===== config.mk =====
export PLATFORM = sky130hd
export DESIGN_NAME = musb_scoreboard_hazard_unit_flat
export DESIGN_NICKNAME = d
export VERILOG_FILES = /design/src/rtl/musb_scoreboard_hazard_unit_pkg.sv /design/src/rtl/musb_scoreboard_hazard_unit_if.sv /design/src/rtl/musb_scoreboard_hazard_unit_scoreboard.sv /design/src/rtl/musb_scoreboard_hazard_unit.sv /design/src/flat_wrapper.sv
export SDC_FILE = /design/constraint.sdc
export NUM_CORES = 1
export LEC_CHECK = 0
export ABC_AREA = 1
export CAP_MARGIN = 30
export CELL_PAD_IN_SITES_DETAIL_PLACEMENT = 1
export CELL_PAD_IN_SITES_GLOBAL_PLACEMENT = 2
export CORE_MARGIN = 8
export CORE_UTILIZATION = 25
export CTS_BUF_LIST = sky130_fd_sc_hd__clkbuf_4 sky130_fd_sc_hd__clkbuf_8
export CTS_CLUSTER_SIZE = 30
export DETAILED_ROUTE_END_ITERATION = 7
export DONT_BUFFER_PORTS = 1
export MAX_ROUTING_LAYER = met4
export PLACE_DENSITY = 0.64
export SYNTH_ARGS = -nofsm -noshare
export SYNTH_HDL_FRONTEND = slang
export SYNTH_HIERARCHICAL = 1
export SYNTH_SLANG_ARGS = --single-unit
export TNS_END_PERCENT = 20

===== constraint.sdc =====
create_clock -name clk -period 5.7 [get_ports clk]
set_clock_uncertainty 0.1 [all_clocks]
set_input_delay 1.425 -clock clk [delete_from_list [all_inputs] [get_ports clk]]
set_output_delay 1.425 -clock clk [all_outputs]
set_load 0.02 [all_outputs]

===== src/rtl/musb_scoreboard_hazard_unit_pkg.sv =====
// ---------------------------------------------------------------------------
// musb_hazard_pkg
// Shared types, constants and helper functions for the MUSB hazard /
// forwarding controller.
//   FWD_RF        : forward-selector value meaning "read the GPR file"
//   MAX_NSTAGE    : widest producer chain forward_pick can encode
//   fwd_pick_t    : result of the youngest-match priority encoder
//   sel_width()   : forward selector width for a given stage count
//   forward_pick(): youngest matching producer plus its ready flag
// ---------------------------------------------------------------------------
package musb_hazard_pkg;

    localparam int FWD_RF     = 0;
    localparam int MAX_NSTAGE = 16;

    typedef struct packed {
        logic       hit;
        logic       ready;
        logic [3:0] idx;
    } fwd_pick_t;

    // One selector code per producer stage plus the GPR-file code.
    function automatic int sel_width(input int nstage);
        return $clog2(nstage + 1);
    endfunction

    // Walks from oldest to youngest so the last hit written is the youngest
    // (lowest index) matching stage, which always holds the newest value.
    function automatic fwd_pick_t forward_pick(input logic [MAX_NSTAGE-1:0] match,
                                               input logic [MAX_NSTAGE-1:0] ready);
        fwd_pick_t p;
        p = '0;
        for (int k = MAX_NSTAGE - 1; k >= 0; k--) begin
            if (match[k]) begin
                p.hit   = 1'b1;
                p.ready = ready[k];
                p.idx   = 4'(k);
            end
        end
        return p;
    endfunction

endpackage


===== src/rtl/musb_scoreboard_hazard_unit_if.sv =====
// ---------------------------------------------------------------------------
// musb_hazard_if
// Bundles every pipeline-facing signal of the hazard unit.
//   master : pipeline side; drives ID/producer/completion/stall requests,
//            receives forward selectors, stall chain and status.
//   slave  : hazard unit side (the mirror image).
// Inputs to the unit : id_rs, id_rt, id_rs_used, id_rt_used, id_issue,
//   id_flush, id_long, id_wa, st_wa, st_we, st_ready, lu_done, lu_done_wa,
//   if_stall_req, ex_stall_req, mem_stall_req
// Outputs of the unit: fwd_id_rs, fwd_id_rt, if/id/ex/mem/wb_stall,
//   sb_full, sb_err, stall_cnt
// ---------------------------------------------------------------------------
interface musb_hazard_if #(
    parameter int GPR_AW = 5,
    parameter int NSTAGE = 3
) ();
    import musb_hazard_pkg::*;

    localparam int SW = sel_width(NSTAGE);

    logic [GPR_AW-1:0]        id_rs;
    logic [GPR_AW-1:0]        id_rt;
    logic                     id_rs_used;
    logic                     id_rt_used;
    logic                     id_issue;
    logic                     id_flush;
    logic                     id_long;
    logic [GPR_AW-1:0]        id_wa;
    logic [NSTAGE*GPR_AW-1:0] st_wa;
    logic [NSTAGE-1:0]        st_we;
    logic [NSTAGE-1:0]        st_ready;
    logic                     lu_done;
    logic [GPR_AW-1:0]        lu_done_wa;
    logic                     if_stall_req;
    logic                     ex_stall_req;
    logic                     mem_stall_req;

    logic [SW-1:0]            fwd_id_rs;
    logic [SW-1:0]            fwd_id_rt;
    logic                     if_stall;
    logic                     id_stall;
    logic                     ex_stall;
    logic                     mem_stall;
    logic                     wb_stall;
    logic                     sb_full;
    logic                     sb_err;
    logic [31:0]              stall_cnt;

    modport master (
        output id_rs, id_rt, id_rs_used, id_rt_used, id_issue, id_flush,
               id_long, id_wa, st_wa, st_we, st_ready, lu_done, lu_done_wa,
               if_stall_req, ex_stall_req, mem_stall_req,
        input  fwd_id_rs, fwd_id_rt, if_stall, id_stall, ex_stall,
               mem_stall, wb_stall, sb_full, sb_err, stall_cnt
    );

    modport slave (
        input  id_rs, id_rt, id_rs_used, id_rt_used, id_issue, id_flush,
               id_long, id_wa, st_wa, st_we, st_ready, lu_done, lu_done_wa,
               if_stall_req, ex_stall_req, mem_stall_req,
        output fwd_id_rs, fwd_id_rt, if_stall, id_stall, ex_stall,
               mem_stall, wb_stall, sb_full, sb_err, stall_cnt
    );

endinterface


===== src/rtl/musb_scoreboard_hazard_unit_scoreboard.sv =====
// ---------------------------------------------------------------------------
// musb_scoreboard
// Pending-write scoreboard for long-latency writers.
//   clk, rst      : clock, asynchronous active-low reset
//   set_i/set_wa_i: mark a register as having an outstanding write
//   clr_i/clr_wa_i: long-latency completion for a register
//   pending_o     : one bit per GPR, bit 0 is never set
//   clr_ok_o      : completion hits a pending register this cycle
//   sb_full_o     : outstanding count equals SB_DEPTH
//   sb_err_o      : sticky, completion seen for a non-pending register
// ---------------------------------------------------------------------------
module musb_scoreboard #(
    parameter int GPR_AW   = 5,
    parameter int SB_DEPTH = 4
) (
    input  logic                   clk,
    input  logic                   rst,
    input  logic                   set_i,
    input  logic [GPR_AW-1:0]      set_wa_i,
    input  logic                   clr_i,
    input  logic [GPR_AW-1:0]      clr_wa_i,
    output logic [2**GPR_AW-1:0]   pending_o,
    output logic                   clr_ok_o,
    output logic                   sb_full_o,
    output logic                   sb_err_o
);

    localparam int NREG = 2**GPR_AW;
    localparam int CW   = $clog2(SB_DEPTH + 1);

    logic [NREG-1:0] pending_q, pending_d;
    logic [CW-1:0]   count_q, count_d;
    logic            err_q, err_d;
    logic            clr_ok;
    logic            clr_same;
    logic            set_ok;

    // A completion only retires something if the register is really pending.
    assign clr_ok   = clr_i & pending_q[clr_wa_i];
    assign clr_same = clr_ok & (clr_wa_i == set_wa_i);

    // Guard the set locally as well so the count can never leave
    // [0, SB_DEPTH] and a register is never double-counted, even if the
    // caller forgets to block the issue.
    assign set_ok = set_i & (set_wa_i != '0)
                  & (~pending_q[set_wa_i] | clr_same)
                  & ((count_q != CW'(SB_DEPTH)) | clr_ok);

    // Next-state: clear first, then set, so a same-register set and clear
    // leaves the bit high; the count moves only when exactly one applies.
    always_comb begin
        pending_d = pending_q;
        count_d   = count_q;
        err_d     = err_q | (clr_i & ~pending_q[clr_wa_i]);
        if (clr_ok) begin
            pending_d[clr_wa_i] = 1'b0;
        end
        if (set_ok) begin
            pending_d[set_wa_i] = 1'b1;
        end
        case ({set_ok, clr_ok})
            2'b10:   count_d = count_q + CW'(1);
            2'b01:   count_d = count_q - CW'(1);
            default: count_d = count_q;
        endcase
    end

    // Scoreboard state registers.
    always_ff @(posedge clk or negedge rst) begin
        if (!rst) begin
            pending_q <= '0;
            count_q   <= '0;
            err_q     <= 1'b0;
        end else begin
            pending_q <= pending_d;
            count_q   <= count_d;
            err_q     <= err_d;
        end
    end

    assign pending_o = pending_q;
    assign clr_ok_o  = clr_ok;
    assign sb_full_o = (count_q == CW'(SB_DEPTH));
    assign sb_err_o  = err_q;

endmodule


===== src/rtl/musb_scoreboard_hazard_unit.sv =====
// ---------------------------------------------------------------------------
// musb_scoreboard_hazard_unit
// Hazard and forwarding controller beside the MUSB ID stage.
//   clk   : clock
//   rst   : asynchronous active-low reset
//   hz_if : musb_hazard_if.slave carrying ID operands, producer-stage write
//           info, long-latency completions and stall requests in; forward
//           selectors, per-stage stalls, scoreboard status and the
//           hazard-stall cycle counter out.
// Forward selector encoding: 0 = GPR file, k = producer stage k-1.
// ---------------------------------------------------------------------------
module musb_scoreboard_hazard_unit
    import musb_hazard_pkg::*;
#(
    parameter int GPR_AW   = 5,
    parameter int NSTAGE   = 3,
    parameter int SB_DEPTH = 4
) (
    input  logic          clk,
    input  logic          rst,
    musb_hazard_if.slave  hz_if
);

    localparam int SW   = sel_width(NSTAGE);
    localparam int NREG = 2**GPR_AW;

    logic [NREG-1:0] pending;
    logic            clr_ok;
    logic            sb_full;
    logic            sb_err;

    logic [SW-1:0]   op_sel [2];
    logic [1:0]      op_raw;
    logic [1:0]      op_sbh;

    logic            long_req;
    logic            waw_block;
    logic            hz;
    logic            ex_stall;
    logic            id_stall;
    logic            sb_set;

    logic [31:0]     stall_cnt_q, stall_cnt_d;

    // Per-operand forwarding: the youngest matching producer wins. A ready
    // producer is forwarded, a not-ready one is a RAW hazard. With no
    // producer match, a pending long-latency write is a scoreboard hazard
    // unless it completes this very cycle (the GPR file is write-first, so
    // reading the file already returns the new value).
    always_comb begin
        logic [GPR_AW-1:0]     r;
        logic                  used;
        logic [MAX_NSTAGE-1:0] match_v;
        logic [MAX_NSTAGE-1:0] ready_v;
        fwd_pick_t             pick;
        for (int o = 0; o < 2; o++) begin
            r       = (o == 0) ? hz_if.id_rs      : hz_if.id_rt;
            used    = (o == 0) ? hz_if.id_rs_used : hz_if.id_rt_used;
            match_v = '0;
            ready_v = '0;
            for (int k = 0; k < NSTAGE; k++) begin
                match_v[k] = (r != '0) & hz_if.st_we[k]
                           & (hz_if.st_wa[k*GPR_AW +: GPR_AW] == r);
                ready_v[k] = hz_if.st_ready[k];
            end
            pick      = forward_pick(match_v, ready_v);
            op_sel[o] = SW'(FWD_RF);
            op_raw[o] = 1'b0;
            op_sbh[o] = 1'b0;
            if (used) begin
                if (pick.hit) begin
                    if (pick.ready) begin
                        op_sel[o] = SW'(pick.idx) + SW'(1);
                    end else begin
                        op_raw[o] = 1'b1;
                    end
                end else if (pending[r] &&
                             !(hz_if.lu_done && (hz_if.lu_done_wa == r))) begin
                    op_sbh[o] = 1'b1;
                end
            end
        end
    end

    // A long-latency issue must wait when the scoreboard has no free slot
    // (unless a completion frees one this cycle) or when its destination
    // still has an outstanding write that is not retiring this cycle.
    always_comb begin
        long_req  = hz_if.id_issue & hz_if.id_long & (hz_if.id_wa != '0);
        waw_block = long_req &
                    ((sb_full & ~clr_ok) |
                     (pending[hz_if.id_wa] &
                      ~(clr_ok & (hz_if.lu_done_wa == hz_if.id_wa))));
        hz        = ((|op_raw) | (|op_sbh) | waw_block)
                  & hz_if.id_issue & ~hz_if.id_flush;
    end

    // Stall chain: older stages stall younger ones. Fetch is deliberately
    // not fed back from ID to keep the chain free of combinational loops.
    assign ex_stall = hz_if.mem_stall_req | hz_if.ex_stall_req;
    assign id_stall = ex_stall | hz;
    assign sb_set   = long_req & ~id_stall & ~hz_if.id_flush;

    musb_scoreboard #(
        .GPR_AW   (GPR_AW),
        .SB_DEPTH (SB_DEPTH)
    ) u_scoreboard (
        .clk       (clk),
        .rst       (rst),
        .set_i     (sb_set),
        .set_wa_i  (hz_if.id_wa),
        .clr_i     (hz_if.lu_done),
        .clr_wa_i  (hz_if.lu_done_wa),
        .pending_o (pending),
        .clr_ok_o  (clr_ok),
        .sb_full_o (sb_full),
        .sb_err_o  (sb_err)
    );

    // Hazard-stall counter: counts every cycle the hazard logic itself
    // stalls ID, sticking at all-ones instead of wrapping.
    always_comb begin
        stall_cnt_d = stall_cnt_q;
        if (hz && (stall_cnt_q != 32'hFFFF_FFFF)) begin
            stall_cnt_d = stall_cnt_q + 32'd1;
        end
    end

    always_ff @(posedge clk or negedge rst) begin
        if (!rst) begin
            stall_cnt_q <= '0;
        end else begin
            stall_cnt_q <= stall_cnt_d;
        end
    end

    assign hz_if.fwd_id_rs = op_sel[0];
    assign hz_if.fwd_id_rt = op_sel[1];
    assign hz_if.if_stall  = hz_if.if_stall_req;
    assign hz_if.id_stall  = id_stall;
    assign hz_if.ex_stall  = ex_stall;
    assign hz_if.mem_stall = hz_if.mem_stall_req;
    assign hz_if.wb_stall  = hz_if.mem_stall_req;
    assign hz_if.sb_full   = sb_full;
    assign hz_if.sb_err    = sb_err;
    assign hz_if.stall_cnt = stall_cnt_q;

endmodule

===== src/flat_wrapper.sv =====
// flat-port wrapper written by rule: the top's interface ports become plain ports
module musb_scoreboard_hazard_unit_flat import musb_hazard_pkg::*;
#(
    parameter int GPR_AW   = 5,
    parameter int NSTAGE   = 3,
    parameter int SB_DEPTH = 4
)
  (clk, rst, hz_if_id_rs, hz_if_id_rt, hz_if_id_rs_used, hz_if_id_rt_used, hz_if_id_issue, hz_if_id_flush, hz_if_id_long, hz_if_id_wa, hz_if_st_wa, hz_if_st_we, hz_if_st_ready, hz_if_lu_done, hz_if_lu_done_wa, hz_if_if_stall_req, hz_if_ex_stall_req, hz_if_mem_stall_req, hz_if_fwd_id_rs, hz_if_fwd_id_rt, hz_if_if_stall, hz_if_id_stall, hz_if_ex_stall, hz_if_mem_stall, hz_if_wb_stall, hz_if_sb_full, hz_if_sb_err, hz_if_stall_cnt);
  musb_hazard_if #(.GPR_AW(GPR_AW), .NSTAGE(NSTAGE)) hz_if_i ();
  input  logic clk;
  input  logic rst;
  input wire logic [$bits(hz_if_i.id_rs)-1:0] hz_if_id_rs;
  input wire logic [$bits(hz_if_i.id_rt)-1:0] hz_if_id_rt;
  input wire logic [$bits(hz_if_i.id_rs_used)-1:0] hz_if_id_rs_used;
  input wire logic [$bits(hz_if_i.id_rt_used)-1:0] hz_if_id_rt_used;
  input wire logic [$bits(hz_if_i.id_issue)-1:0] hz_if_id_issue;
  input wire logic [$bits(hz_if_i.id_flush)-1:0] hz_if_id_flush;
  input wire logic [$bits(hz_if_i.id_long)-1:0] hz_if_id_long;
  input wire logic [$bits(hz_if_i.id_wa)-1:0] hz_if_id_wa;
  input wire logic [$bits(hz_if_i.st_wa)-1:0] hz_if_st_wa;
  input wire logic [$bits(hz_if_i.st_we)-1:0] hz_if_st_we;
  input wire logic [$bits(hz_if_i.st_ready)-1:0] hz_if_st_ready;
  input wire logic [$bits(hz_if_i.lu_done)-1:0] hz_if_lu_done;
  input wire logic [$bits(hz_if_i.lu_done_wa)-1:0] hz_if_lu_done_wa;
  input wire logic [$bits(hz_if_i.if_stall_req)-1:0] hz_if_if_stall_req;
  input wire logic [$bits(hz_if_i.ex_stall_req)-1:0] hz_if_ex_stall_req;
  input wire logic [$bits(hz_if_i.mem_stall_req)-1:0] hz_if_mem_stall_req;
  output wire logic [$bits(hz_if_i.fwd_id_rs)-1:0] hz_if_fwd_id_rs;
  output wire logic [$bits(hz_if_i.fwd_id_rt)-1:0] hz_if_fwd_id_rt;
  output wire logic [$bits(hz_if_i.if_stall)-1:0] hz_if_if_stall;
  output wire logic [$bits(hz_if_i.id_stall)-1:0] hz_if_id_stall;
  output wire logic [$bits(hz_if_i.ex_stall)-1:0] hz_if_ex_stall;
  output wire logic [$bits(hz_if_i.mem_stall)-1:0] hz_if_mem_stall;
  output wire logic [$bits(hz_if_i.wb_stall)-1:0] hz_if_wb_stall;
  output wire logic [$bits(hz_if_i.sb_full)-1:0] hz_if_sb_full;
  output wire logic [$bits(hz_if_i.sb_err)-1:0] hz_if_sb_err;
  output wire logic [$bits(hz_if_i.stall_cnt)-1:0] hz_if_stall_cnt;
  assign hz_if_i.id_rs = hz_if_id_rs;
  assign hz_if_i.id_rt = hz_if_id_rt;
  assign hz_if_i.id_rs_used = hz_if_id_rs_used;
  assign hz_if_i.id_rt_used = hz_if_id_rt_used;
  assign hz_if_i.id_issue = hz_if_id_issue;
  assign hz_if_i.id_flush = hz_if_id_flush;
  assign hz_if_i.id_long = hz_if_id_long;
  assign hz_if_i.id_wa = hz_if_id_wa;
  assign hz_if_i.st_wa = hz_if_st_wa;
  assign hz_if_i.st_we = hz_if_st_we;
  assign hz_if_i.st_ready = hz_if_st_ready;
  assign hz_if_i.lu_done = hz_if_lu_done;
  assign hz_if_i.lu_done_wa = hz_if_lu_done_wa;
  assign hz_if_i.if_stall_req = hz_if_if_stall_req;
  assign hz_if_i.ex_stall_req = hz_if_ex_stall_req;
  assign hz_if_i.mem_stall_req = hz_if_mem_stall_req;
  assign hz_if_fwd_id_rs = hz_if_i.fwd_id_rs;
  assign hz_if_fwd_id_rt = hz_if_i.fwd_id_rt;
  assign hz_if_if_stall = hz_if_i.if_stall;
  assign hz_if_id_stall = hz_if_i.id_stall;
  assign hz_if_ex_stall = hz_if_i.ex_stall;
  assign hz_if_mem_stall = hz_if_i.mem_stall;
  assign hz_if_wb_stall = hz_if_i.wb_stall;
  assign hz_if_sb_full = hz_if_i.sb_full;
  assign hz_if_sb_err = hz_if_i.sb_err;
  assign hz_if_stall_cnt = hz_if_i.stall_cnt;
  musb_scoreboard_hazard_unit #(.GPR_AW(GPR_AW), .NSTAGE(NSTAGE), .SB_DEPTH(SB_DEPTH)) u_core (.clk(clk), .rst(rst), .hz_if(hz_if_i));
endmodule

==> results of run 1 <==
==> layout make-up <==
type                       count  area (um2)
clock inverter                 7       75.07
tap                          341       426.7
sequential                    68        1702
fill                        3461       19620
clock buffer                   9       123.9
multi-input combinational    910        4428
timing repair buffer           9       63.81
inverter                      96       365.4
==> layout by cell type, fill, tap and decap left out, types with 8 or more instances in the layout <==
cell type and count:
sky130_fd_sc_hd__nand2_1 481, sky130_fd_sc_hd__o21ai_0 42, sky130_fd_sc_hd__xor2_1 31, sky130_fd_sc_hd__buf_4 8
sky130_fd_sc_hd__inv_2 23, sky130_fd_sc_hd__nor2_1 66, sky130_fd_sc_hd__inv_1 70, sky130_fd_sc_hd__o22ai_1 9
sky130_fd_sc_hd__dfrtp_1 68, sky130_fd_sc_hd__xnor2_1 12, sky130_fd_sc_hd__nand4_1 51, sky130_fd_sc_hd__o21ai_2 30
sky130_fd_sc_hd__a21oi_1 12, sky130_fd_sc_hd__nand3_1 88, sky130_fd_sc_hd__clkbuf_8 9, sky130_fd_sc_hd__nor3_1 28
sky130_fd_sc_hd__o211ai_1 8
==> layer usage <==
| metal | global-route usage, % | routed length (um) | up-vias | share of wire [%] |
|---|---|---|---|---|
| met5 | - | 0 | - | 0 |
| met4 | 5.952 | 586 | 0 | 2.0 |
| met3 | 4.032 | 1754 | 27 | 6.1 |
| met2 | 26.96 | 12370 | 143 | 43 |
| met1 | 24.55 | 14070 | 3541 | 49 |
| li1 | - | - | 3583 | - |
==> where the power goes <==
part | switching (mW) | internal (mW)
clock network | 0.225 | 0.204
logic | 0.216 | 0.105
registers | 0.0710 | 0.512
total | 0.512 | 0.821
==> kinds of logic (layout without fill, tap and decap cells) <==
group / after synthesis / count (layout) / share of synthesized area (%)
and+or+nand+nor: 755 / 755 / 48.61
xor gates and xnor gates: 43 / 43 / 5.555
buffers and inverters: 144 / 121 / 9.633
AOI/OAI and AO/OA: 110 / 110 / 10.63
adders and majority gates: 2 / 2 / 0.4798
DFF: 68 / 68 / 25.10
==> metrics by stage <==
step,power (mW),std cells,instance area [um2],worst slack [ps]
floorplan,0.8291,1122,6780,1090
global placement,0.9048,1422,6974,790.5
detailed placement,0.9168,1424,6985,678.8
CTS,1.362,1440,7184,715.4
global route,1.423,1440,7184,383.6
finish,1.333,1440,7184,706.7
==> worst max-delay path: stages <==
cell                      delay [ps]
sky130_fd_sc_hd__inv_2           250
sky130_fd_sc_hd__nand2_1          90
sky130_fd_sc_hd__nand2_1          80
sky130_fd_sc_hd__nand2_1          50
sky130_fd_sc_hd__nand2_1          50
sky130_fd_sc_hd__nand2_1          60
sky130_fd_sc_hd__nand2_1         140
sky130_fd_sc_hd__nor2_4           50
sky130_fd_sc_hd__nand2_4          70
sky130_fd_sc_hd__nand2_4         190
sky130_fd_sc_hd__inv_4           150
sky130_fd_sc_hd__inv_1            60
sky130_fd_sc_hd__a21oi_1         110
sky130_fd_sc_hd__nand4_1         100
sky130_fd_sc_hd__nand2_1          80
sky130_fd_sc_hd__nand2_1          50
sky130_fd_sc_hd__nand2_1          80
sky130_fd_sc_hd__nand3_2          80
sky130_fd_sc_hd__nand2_1          60
sky130_fd_sc_hd__nand2_1         200
==> state kept, by name, indices dropped and copies added (netlist names) <==
signal,flops
u_core/u_scoreboard/pending_o,32
u_core/hz_if.stall_cnt,32
u_core/u_scoreboard/sb_err_o,1
u_core/u_scoreboard/count_q,3
==> path summary, 6_finish.rpt <==
path                                              startpoint                                end  slack [ps]  cells after the start
min reg2reg                   u_core/u_scoreboard/count_q[0]     u_core/u_scoreboard/count_q[0]         450                      1
max reg2reg                u_core/u_scoreboard/pending_o[26]     u_core/u_scoreboard/count_q[2]        1890                     32
min                           u_core/u_scoreboard/count_q[0]     u_core/u_scoreboard/count_q[0]         450                      1
max                                      hz_if_lu_done_wa[0]                     hz_if_id_stall         710                     20
min in group asynchronous                                rst  u_core/u_scoreboard/pending_o[31]         630                      0
max in group asynchronous                                rst     u_core/u_scoreboard/count_q[0]        4720                      0
==> flow_summary.ini, run 1 <==
[clock_tree]
htree_levels = 3
cts-buffers-inserted = 9
clk-insertion-delay-late_ps = 380
tritoncts = built
cts-hold-fix-buffers = 0
post_cts_resize_count = 0
path_clk_slew_ps = 80
count_of_clock_tree_sinks = 68
cts_buffer_depth = 2
cts.root.buffer_cell = sky130_fd_sc_hd__clkbuf_8
cts.repair_timing.setup_buffer_count = 0

[sta]
tightest_slew_ps = 934.6
rsz0062_at_grt = no
hold_viol = 0
timing_max_transition_violations_final = 0
worst_hold_slack_ps = 445.2
min_period_ps = 4993
fin_tns_setup_ps = 0
achievable-frequency_mhz = 200.3
final.period_utilization_pct = 87.60
max-slew-margin-rel_pct = 37.63
setup_viol = 0

[synth]
number_of_enable_type_register_cells_in_the_synthesized_netlist = 0
async_reset_ff_share_pct = 100.0
yosysUniqueCellTypes = 42
synth_top_cell_by_area = sky130_fd_sc_hd__nand2_1
netlist_instances = 1122
yosys_most_used_dff = sky130_fd_sc_hd__dfrtp_1
synth_top_area_share_pct = 26.63
syn-cell-area_um2 = 6780
yosysWarnings = 6
synth_seq_area_share_pct = 25.10
synthMostInstantiatedCell = sky130_fd_sc_hd__nand2_1
netlist_top_cells_area = sky130_fd_sc_hd__nand2_1, sky130_fd_sc_hd__dfrtp_1, sky130_fd_sc_hd__nand3_1
cell_types_with_the_highest_counts_after_synthesis = sky130_fd_sc_hd__nand2_1, sky130_fd_sc_hd__nand3_1, sky130_fd_sc_hd__inv_1
postSynthNetCount = 1176
postSynthRegisterBits = 68
syn_area_per_cell_um2 = 6.043

[cells_and_area]
drive_gt1_share_pct = 10.19
layout.core_utilization_pct = 26.81
antenna-diode-count = 0
finalNetCount = 1148
areaGrowthSynthToFinish_pct = 5.961

[setup_path]
timing.setup.critical_path_class = input pin to primary output
critPathMaxFanout = 33
required_ps = 4180
end_kind = primary output
worstPathArrival_ps = 3470
crit_path_launch_type = input pin

[floorplan]
die-width_um = 180.7
io_pins = 95
rows = 60
die_h_um = 180.7
core_area_um2 = 26800
die_area_um2 = 32650
start_util_pct = 25.30

[routing]
antenna_violating_nets_post_route = 0
drc = 0
post_detailed_routing_wire_length_mm = 28.78
dr_total_vias = 7294
drt-pass1-iter-count = 4
route.detailed.wl_per_inst_um = 19.99
route.detailed.vias_per_inst = 5.065
detailedRoute.firstIterationViolations = 465

[global_routing]
grt_remaining_overflow = 0
globalRouteTotalUtil_pct = 18.34
maximum_number_of_pins_on_one_net_before_global_route_repair = 69
antenna_found_initial = 0
grt_pass1_wl_mm = 45.97
grt_pass1_vias = 7560

[placed_design]
port-buffer-count = 0
dpl.hpwl_mm = 21.39
gpl_wtd_cong = 0.8138

[status]
outcome = complete, no violations

[power_and_ir_drop]
worst_ir_drop_vdd_v = 0.0001089
power_per_cell_area_nw_per_um2 = 185.6
p_leak_nw = 3.259

[min_path]
hold_class = flop to flop

[job]
max_cap_violations = 0
Power figures use the tool's default switching activity.
==> run 2, diff against run 1 <==
--- a/config.mk
+++ b/config.mk
@@ -5,7 +5,6 @@
 export SDC_FILE = /design/constraint.sdc
 export NUM_CORES = 1
 export LEC_CHECK = 0
-export ABC_AREA = 1
 export CAP_MARGIN = 30
 export CELL_PAD_IN_SITES_DETAIL_PLACEMENT = 1
 export CELL_PAD_IN_SITES_GLOBAL_PLACEMENT = 2
@@ -16,7 +15,7 @@
 export DETAILED_ROUTE_END_ITERATION = 7
 export DONT_BUFFER_PORTS = 1
 export MAX_ROUTING_LAYER = met4
-export PLACE_DENSITY = 0.64
+export PLACE_DENSITY = 0.56
 export SYNTH_ARGS = -nofsm -noshare
 export SYNTH_HDL_FRONTEND = slang
 export SYNTH_HIERARCHICAL = 1
==> flow_summary.ini, run 2 <==
[cells_and_area]
multi_input_area_um2 = 3762
antenna-diode-count = 0
layout_common_cells = sky130_fd_sc_hd__dfrtp_1, sky130_fd_sc_hd__xor2_1, sky130_fd_sc_hd__mux2i_1
final-seq-area_um2 = 1702
drive_gt1_share_pct = 12.04
n_fill_cell = 2640
final-instance-count-excl-fill = 863
areaGrowthSynthToFinish_pct = 4.862
finalNetCount = 622
final_common_cell = sky130_fd_sc_hd__dfrtp_1

[synth]
syn-cell-area_um2 = 5816
async_reset_ff_share_pct = 100.0
yosys_most_used_dff = sky130_fd_sc_hd__dfrtp_1
postSynthNetCount = 649
synth_top_area_share_pct = 29.26
netlist_instances = 595
synthMostInstantiatedCell = sky130_fd_sc_hd__dfrtp_1
synth_seq_area_share_pct = 29.26
yosysUniqueCellTypes = 74
postSynthRegisterBits = 68
yosysWarnings = 6
netlist_top_cells_area = sky130_fd_sc_hd__dfrtp_1, sky130_fd_sc_hd__mux4_2, sky130_fd_sc_hd__xor2_1
number_of_enable_type_register_cells_in_the_synthesized_netlist = 0
synth_top_cell_by_area = sky130_fd_sc_hd__dfrtp_1
cell_types_with_the_highest_counts_after_synthesis = sky130_fd_sc_hd__dfrtp_1, sky130_fd_sc_hd__xor2_1, sky130_fd_sc_hd__mux2i_1
syn_area_per_cell_um2 = 9.774

[sta]
setup_viol = 0
slack_of_the_critical_path_ps = 492.4
achievable-frequency_mhz = 192.0
hold_viol = 0
min_period_ps = 5208
final.period_utilization_pct = 91.36
tightest_slew_ps = 1004
rsz0062_at_grt = no
fin_tns_setup_ps = 0
max-slew-margin-rel_pct = 32.90
timing_max_transition_violations_final = 0

[floorplan]
die-width_um = 168.5
die_area_um2 = 28400
core_area_um2 = 23120
die_h_um = 168.5
start_util_pct = 25.15
io_pins = 95
rows = 56

[routing]
drt-pass1-iter-count = 4
post_detailed_routing_wire_length_mm = 21.91
antenna_violating_nets_post_route = 0
route.detailed.vias_per_inst = 5.709
dr_total_vias = 4927
detailedRoute.firstIterationViolations = 337
route.detailed.wl_per_inst_um = 25.38
drc = 0

[setup_path]
end_kind = primary output
cells_along_the_critical_path = mux2i_1 > o32ai_1 > a22oi_1 > a41oi_4 > a311o_1 > a211oi_1 > a2111oi_4 > nor2_1 > or2_1
reg2reg_depth = 15
critical-path-slowest-cell = sky130_fd_sc_hd__a22oi_1
crit_path_launch_type = input pin
critical_path.max_stage_delay_ps = 430
timing.setup.critical_path_class = input pin to primary output
worstPathArrival_ps = 3680
worst_r2r_endpoint = u_core/u_scoreboard/count_q[1]
reg2reg_from = u_core/u_scoreboard/pending_o[16]
critPathMaxFanout = 24
reg2reg_slack_ps = 1350
required_ps = 4180

[clock_tree]
cts.root.buffer_cell = sky130_fd_sc_hd__clkbuf_8
cts-buffers-inserted = 9
post_cts_resize_count = 0
tritoncts = built
htree_levels = 3
path_clk_slew_ps = 70
clk-insertion-delay-late_ps = 370
cts_buffer_depth = 2
cts.repair_timing.setup_buffer_count = 0
count_of_clock_tree_sinks = 68
cts-hold-fix-buffers = 0

[min_path]
timing.hold.worst.start = u_core/u_scoreboard/count_q[2]
whs_path_depth = 1
worstHoldEndpoint = u_core/u_scoreboard/count_q[2]
hold_class = flop to flop

[placed_design]
preCtsSetupSlack_ps = 279.2
placed_cells_incl_taps = 847
gpl_wtd_cong = 0.7969
port-buffer-count = 0
dpl.hpwl_mm = 16.04

[power_and_ir_drop]
power_per_cell_area_nw_per_um2 = 209.3
worst_ir_drop_vdd_v = 0.00009195
p_leak_nw = 2.392

[global_routing]
globalRouteTotalUtil_pct = 15.71
grt_util_met2_pct = 24.47
antenna_found_initial = 0
top_usage_layer = met2
grt_pass1_vias = 5114
global_route.usage.met3_pct = 4.193
grt_remaining_overflow = 0
maximum_number_of_pins_on_one_net_before_global_route_repair = 69
grt.met1_usage_pct = 19.46
grt_pass1_wl_mm = 32.98

[job]
max_cap_violations = 0

[status]
outcome = complete, no violations
-- run 2: cell count changes in the layout (fill, tap and decap cells not counted), moves of 28 or more --
cell and delta:
sky130_fd_sc_hd__o31ai_1 +28, sky130_fd_sc_hd__nand3_1 -62, sky130_fd_sc_hd__mux2i_1 +40, sky130_fd_sc_hd__inv_1 -55, sky130_fd_sc_hd__nand2_1 -458, sky130_fd_sc_hd__o21ai_2 -30, sky130_fd_sc_hd__nand4_1 -35, sky130_fd_sc_hd__nor2_1 -30
-- run 2: stage by stage --
| stage | power, mW | hold WS [ps] | instance area, um2 | utilization [%] |
|---|---|---|---|---|
| after detailed placement | 0.9057 | 373.5 | 5921 | 25.61 |
| after floorplan | 0.8717 | 346.3 | 5816 | - |
| after global placement | 0.8986 | 364.1 | 5921 | 25.61 |
| final | 1.276 | 384.7 | 6098 | 26.37 |
| after CTS | 1.293 | 386.3 | 6098 | 26.37 |
| after global routing | 1.337 | 402.1 | 6098 | 26.37 |
-- run 2: worst max-delay path by stage --
stage	start	slack, ps	to	depth (start not counted)
detailed placement	hz_if_lu_done_wa[2]	280	u_core/u_scoreboard/count_q[1]	15
global placement	hz_if_lu_done_wa[2]	520	u_core/u_scoreboard/count_q[1]	15
CTS	hz_if_lu_done_wa[0]	440	hz_if_id_stall	9
finish	hz_if_lu_done_wa[0]	490	hz_if_id_stall	9
global route	hz_if_lu_done_wa[0]	400	hz_if_id_stall	9
floorplan	hz_if_lu_done_wa[1]	290	u_core/u_scoreboard/count_q[1]	17
-- run 2: worst max-delay path: cells and delay by family --
kind | cells | cell delay [ps]
multiplexers | 1 | 220
AND/OR/NAND/NOR | 2 | 470
AO/OA/AOI/OAI | 6 | 1550
-- run 2: cell families after synthesis --
family                     Yosys count  share of synthesized area [%]
xor gates and xnor gates            82                          12.35
buffers and inverters               58                          6.046
AOI/OAI and AO/OA                  111                          14.67
DFF                                 68                          29.26
and+or+nand+nor                    206                          20.68
adders and majority gates            2                         0.5594
muxes                               68                          16.44
-- run 2: power by group --
part	internal, mW	switching [mW]	total (mW)
sequential	0.523	0.0946	0.617
clock	0.169	0.210	0.379
combinational	0.129	0.151	0.280
total	0.821	0.456	1.28
-- run 2: metal layers --
metal | part of all wire, % | vias up | wire length, um
met2 | 47 | 153 | 10320
met5 | 0 | - | 0
met4 | 2.2 | 0 | 473
met1 | 44 | 2568 | 9548
li1 | - | 2175 | -
met3 | 7.2 | 31 | 1569
-- run 2: layout make-up --
cell class	instances	share of cell area (%)
Tap cell	290	5.950
Inverter	15	0.9233
Timing Repair Buffer	5	0.6155
Multi-Input combinational cell	469	61.69
Sequential cell	68	27.90
Clock buffer	10	2.257
Clock inverter	6	0.6565
==> run 3, diff against run 2 <==
==> constraint.sdc (replaced) <==
create_clock -name clk -period 6.25 [get_ports clk]
set_clock_uncertainty 0.1 [all_clocks]
set_input_delay 1.5625 -clock clk [delete_from_list [all_inputs] [get_ports clk]]
set_output_delay 1.5625 -clock clk [all_outputs]
set_load 0.02 [all_outputs]
==> flow_summary.ini, run 3 (synthesized netlist as in run 2, its figures left out) <==
[floorplan]
io_pins = 95
rows = 56
die_h_um = 168.5
core_area_um2 = 23120
start_util_pct = 25.15
die_area_um2 = 28400
die-width_um = 168.5

[setup_path]
crit_path_launch_type = input pin
reg2reg_depth = 14
timing.critical_path.from = hz_if_lu_done_wa[2]
required_ps = 4590
timing.critical_path.mode_cell = sky130_fd_sc_hd__o22ai_1
end_kind = primary output
critical_path.max_stage_delay_ps = 450
critical-path-slowest-cell = sky130_fd_sc_hd__or3_1
worstPathArrival_ps = 3730
timing.setup.critical_path_class = input pin to primary output
cells_along_the_critical_path = or3_1 > o22ai_1 > o22ai_1 > a41oi_4 > nand3b_1 > nand2_1 > a2111oi_4 > nor2_1 > or2_1
critPathMaxFanout = 18
reg2reg_from = u_core/u_scoreboard/pending_o[20]

[power_and_ir_drop]
power_per_cell_area_nw_per_um2 = 204.0
power_switching_share_pct = 32.81
worst_ir_drop_vdd_v = 0.00006696
pwr-share-seq_pct = 44.8
p_leak_nw = 2.420
pwr-share-comb_pct = 20.6
fraction_of_power_consumed_by_the_clock_network_pct = 34.6
power_report.internal_total_mw = 0.8431
total_switching_power_mw = 0.4117

[sta]
fin_tns_setup_ps = 0
rsz0062_at_grt = no
slack_of_the_critical_path_ps = 853.4
setup_viol = 0
tightest_slew_ps = 801.2
hold_viol = 0
achievable-frequency_mhz = 185.3
timing_max_transition_violations_final = 0
max-slew-margin-rel_pct = 46.10
final.period_utilization_pct = 86.35
min_period_ps = 5397

[placed_design]
preCtsSetupSlack_ps = 610.5
placed_cells_incl_taps = 846
dpl-instance-area_um2 = 5913
dpl.hpwl_mm = 15.90
port-buffer-count = 0
gpl_wtd_cong = 0.7884

[global_routing]
antenna_found_initial = 0
globalRouteTotalUtil_pct = 15.67
grt_pass1_wl_mm = 33.26
grt_remaining_overflow = 0
grt_pass1_vias = 5190
maximum_number_of_pins_on_one_net_before_global_route_repair = 69

[cells_and_area]
final_common_cell = sky130_fd_sc_hd__dfrtp_1
final-instance-count-excl-fill = 863
multi_input_area_um2 = 3762
final-seq-area_um2 = 1702
areaGrowthSynthToFinish_pct = 5.787
drive_gt1_share_pct = 12.04
layout.core_utilization_pct = 26.61
finalNetCount = 622
antenna-diode-count = 0
final_design_area_no_fill_um2 = 6152
n_fill_cell = 2625
layout_common_cells = sky130_fd_sc_hd__dfrtp_1, sky130_fd_sc_hd__xor2_1, sky130_fd_sc_hd__mux2i_1

[clock_tree]
tritoncts = built
post_cts_resize_count = 0
cts.repair_timing.setup_buffer_count = 0
htree_levels = 3
cts_buffer_depth = 2
clk-insertion-delay-late_ps = 370
cts.root.buffer_cell = sky130_fd_sc_hd__clkbuf_8
count_of_clock_tree_sinks = 68
cts-hold-fix-buffers = 0
path_clk_slew_ps = 70
cts-buffers-inserted = 9

[status]
outcome = complete, no violations

[job]
max_cap_violations = 0

[min_path]
timing.hold.worst.start = u_core/u_scoreboard/count_q[2]
hold_class = flop to flop
whs_path_depth = 1

[routing]
detailedRoute.firstIterationViolations = 359
route.detailed.vias_per_inst = 5.725
route.detailed.wl_per_inst_um = 25.08
drc = 0
antenna_violating_nets_post_route = 0
post_detailed_routing_wire_length_mm = 21.64
drt-pass1-iter-count = 5
dr_total_vias = 4941
==> run 3: power groups by stage <==
| stage | Sequential (mW) | Clock (mW) | Combinational (mW) |
|---|---|---|---|
| finish | 0.562 | 0.434 | 0.258 |
| global route | 0.570 | 0.471 | 0.284 |
| CTS | 0.563 | 0.451 | 0.259 |
| detailed placement | 0.571 | 0 | 0.257 |
| global placement | 0.570 | 0 | 0.252 |
| floorplan | 0.546 | 0 | 0.249 |
==> run 3: per-layer routing <==
metal / vias up / global-route usage (%) / part of all wire [%]
met5: - / - / 0
met4: 0 / 4.658 / 1.6
met3: 25 / 3.843 / 7.0
met2: 166 / 25.18 / 48
met1: 2570 / 19.29 / 43
li1: 2180 / - / -
==> run 3: worst max-delay path, delay by kind of cell <==
family          cells  cell delay (ps)
simple gates        5             1150
compound gates      4             1020
==> run 3: path summary, 6_finish.rpt <==
| path | to | slack (ps) |
|---|---|---|
| worst max register to register | u_core/u_scoreboard/count_q[1] | 1860 |
| min in group asynchronous | u_core/u_scoreboard/pending_o[17] | 790 |
| worst max-delay path | hz_if_id_stall | 850 |
| max in group asynchronous | u_core/hz_if.stall_cnt[15] | 5100 |
| worst min-delay path | u_core/u_scoreboard/count_q[2] | 390 |
| worst min register to register | u_core/u_scoreboard/count_q[2] | 390 |
==> run 3: final cells by class <==
class	count	share of cell area (%)
clock buffer	11	2.461
tap	290	5.898
clock inverter	5	1.342
sequential	68	27.66
timing repair buffer	5	0.5695
inverter	15	0.9152
multi-input combinational	469	61.16
==> run 3: stage by stage <==
step           total power [mW]  hold WS [ps]
2_1_floorplan            0.7949         346.3
3_3_place_gp             0.8225         371.2
3_5_place_dp             0.8280         380.1
4_1_cts                   1.272         396.7
5_1_grt                   1.324         414.8
6_report                  1.255         392.8
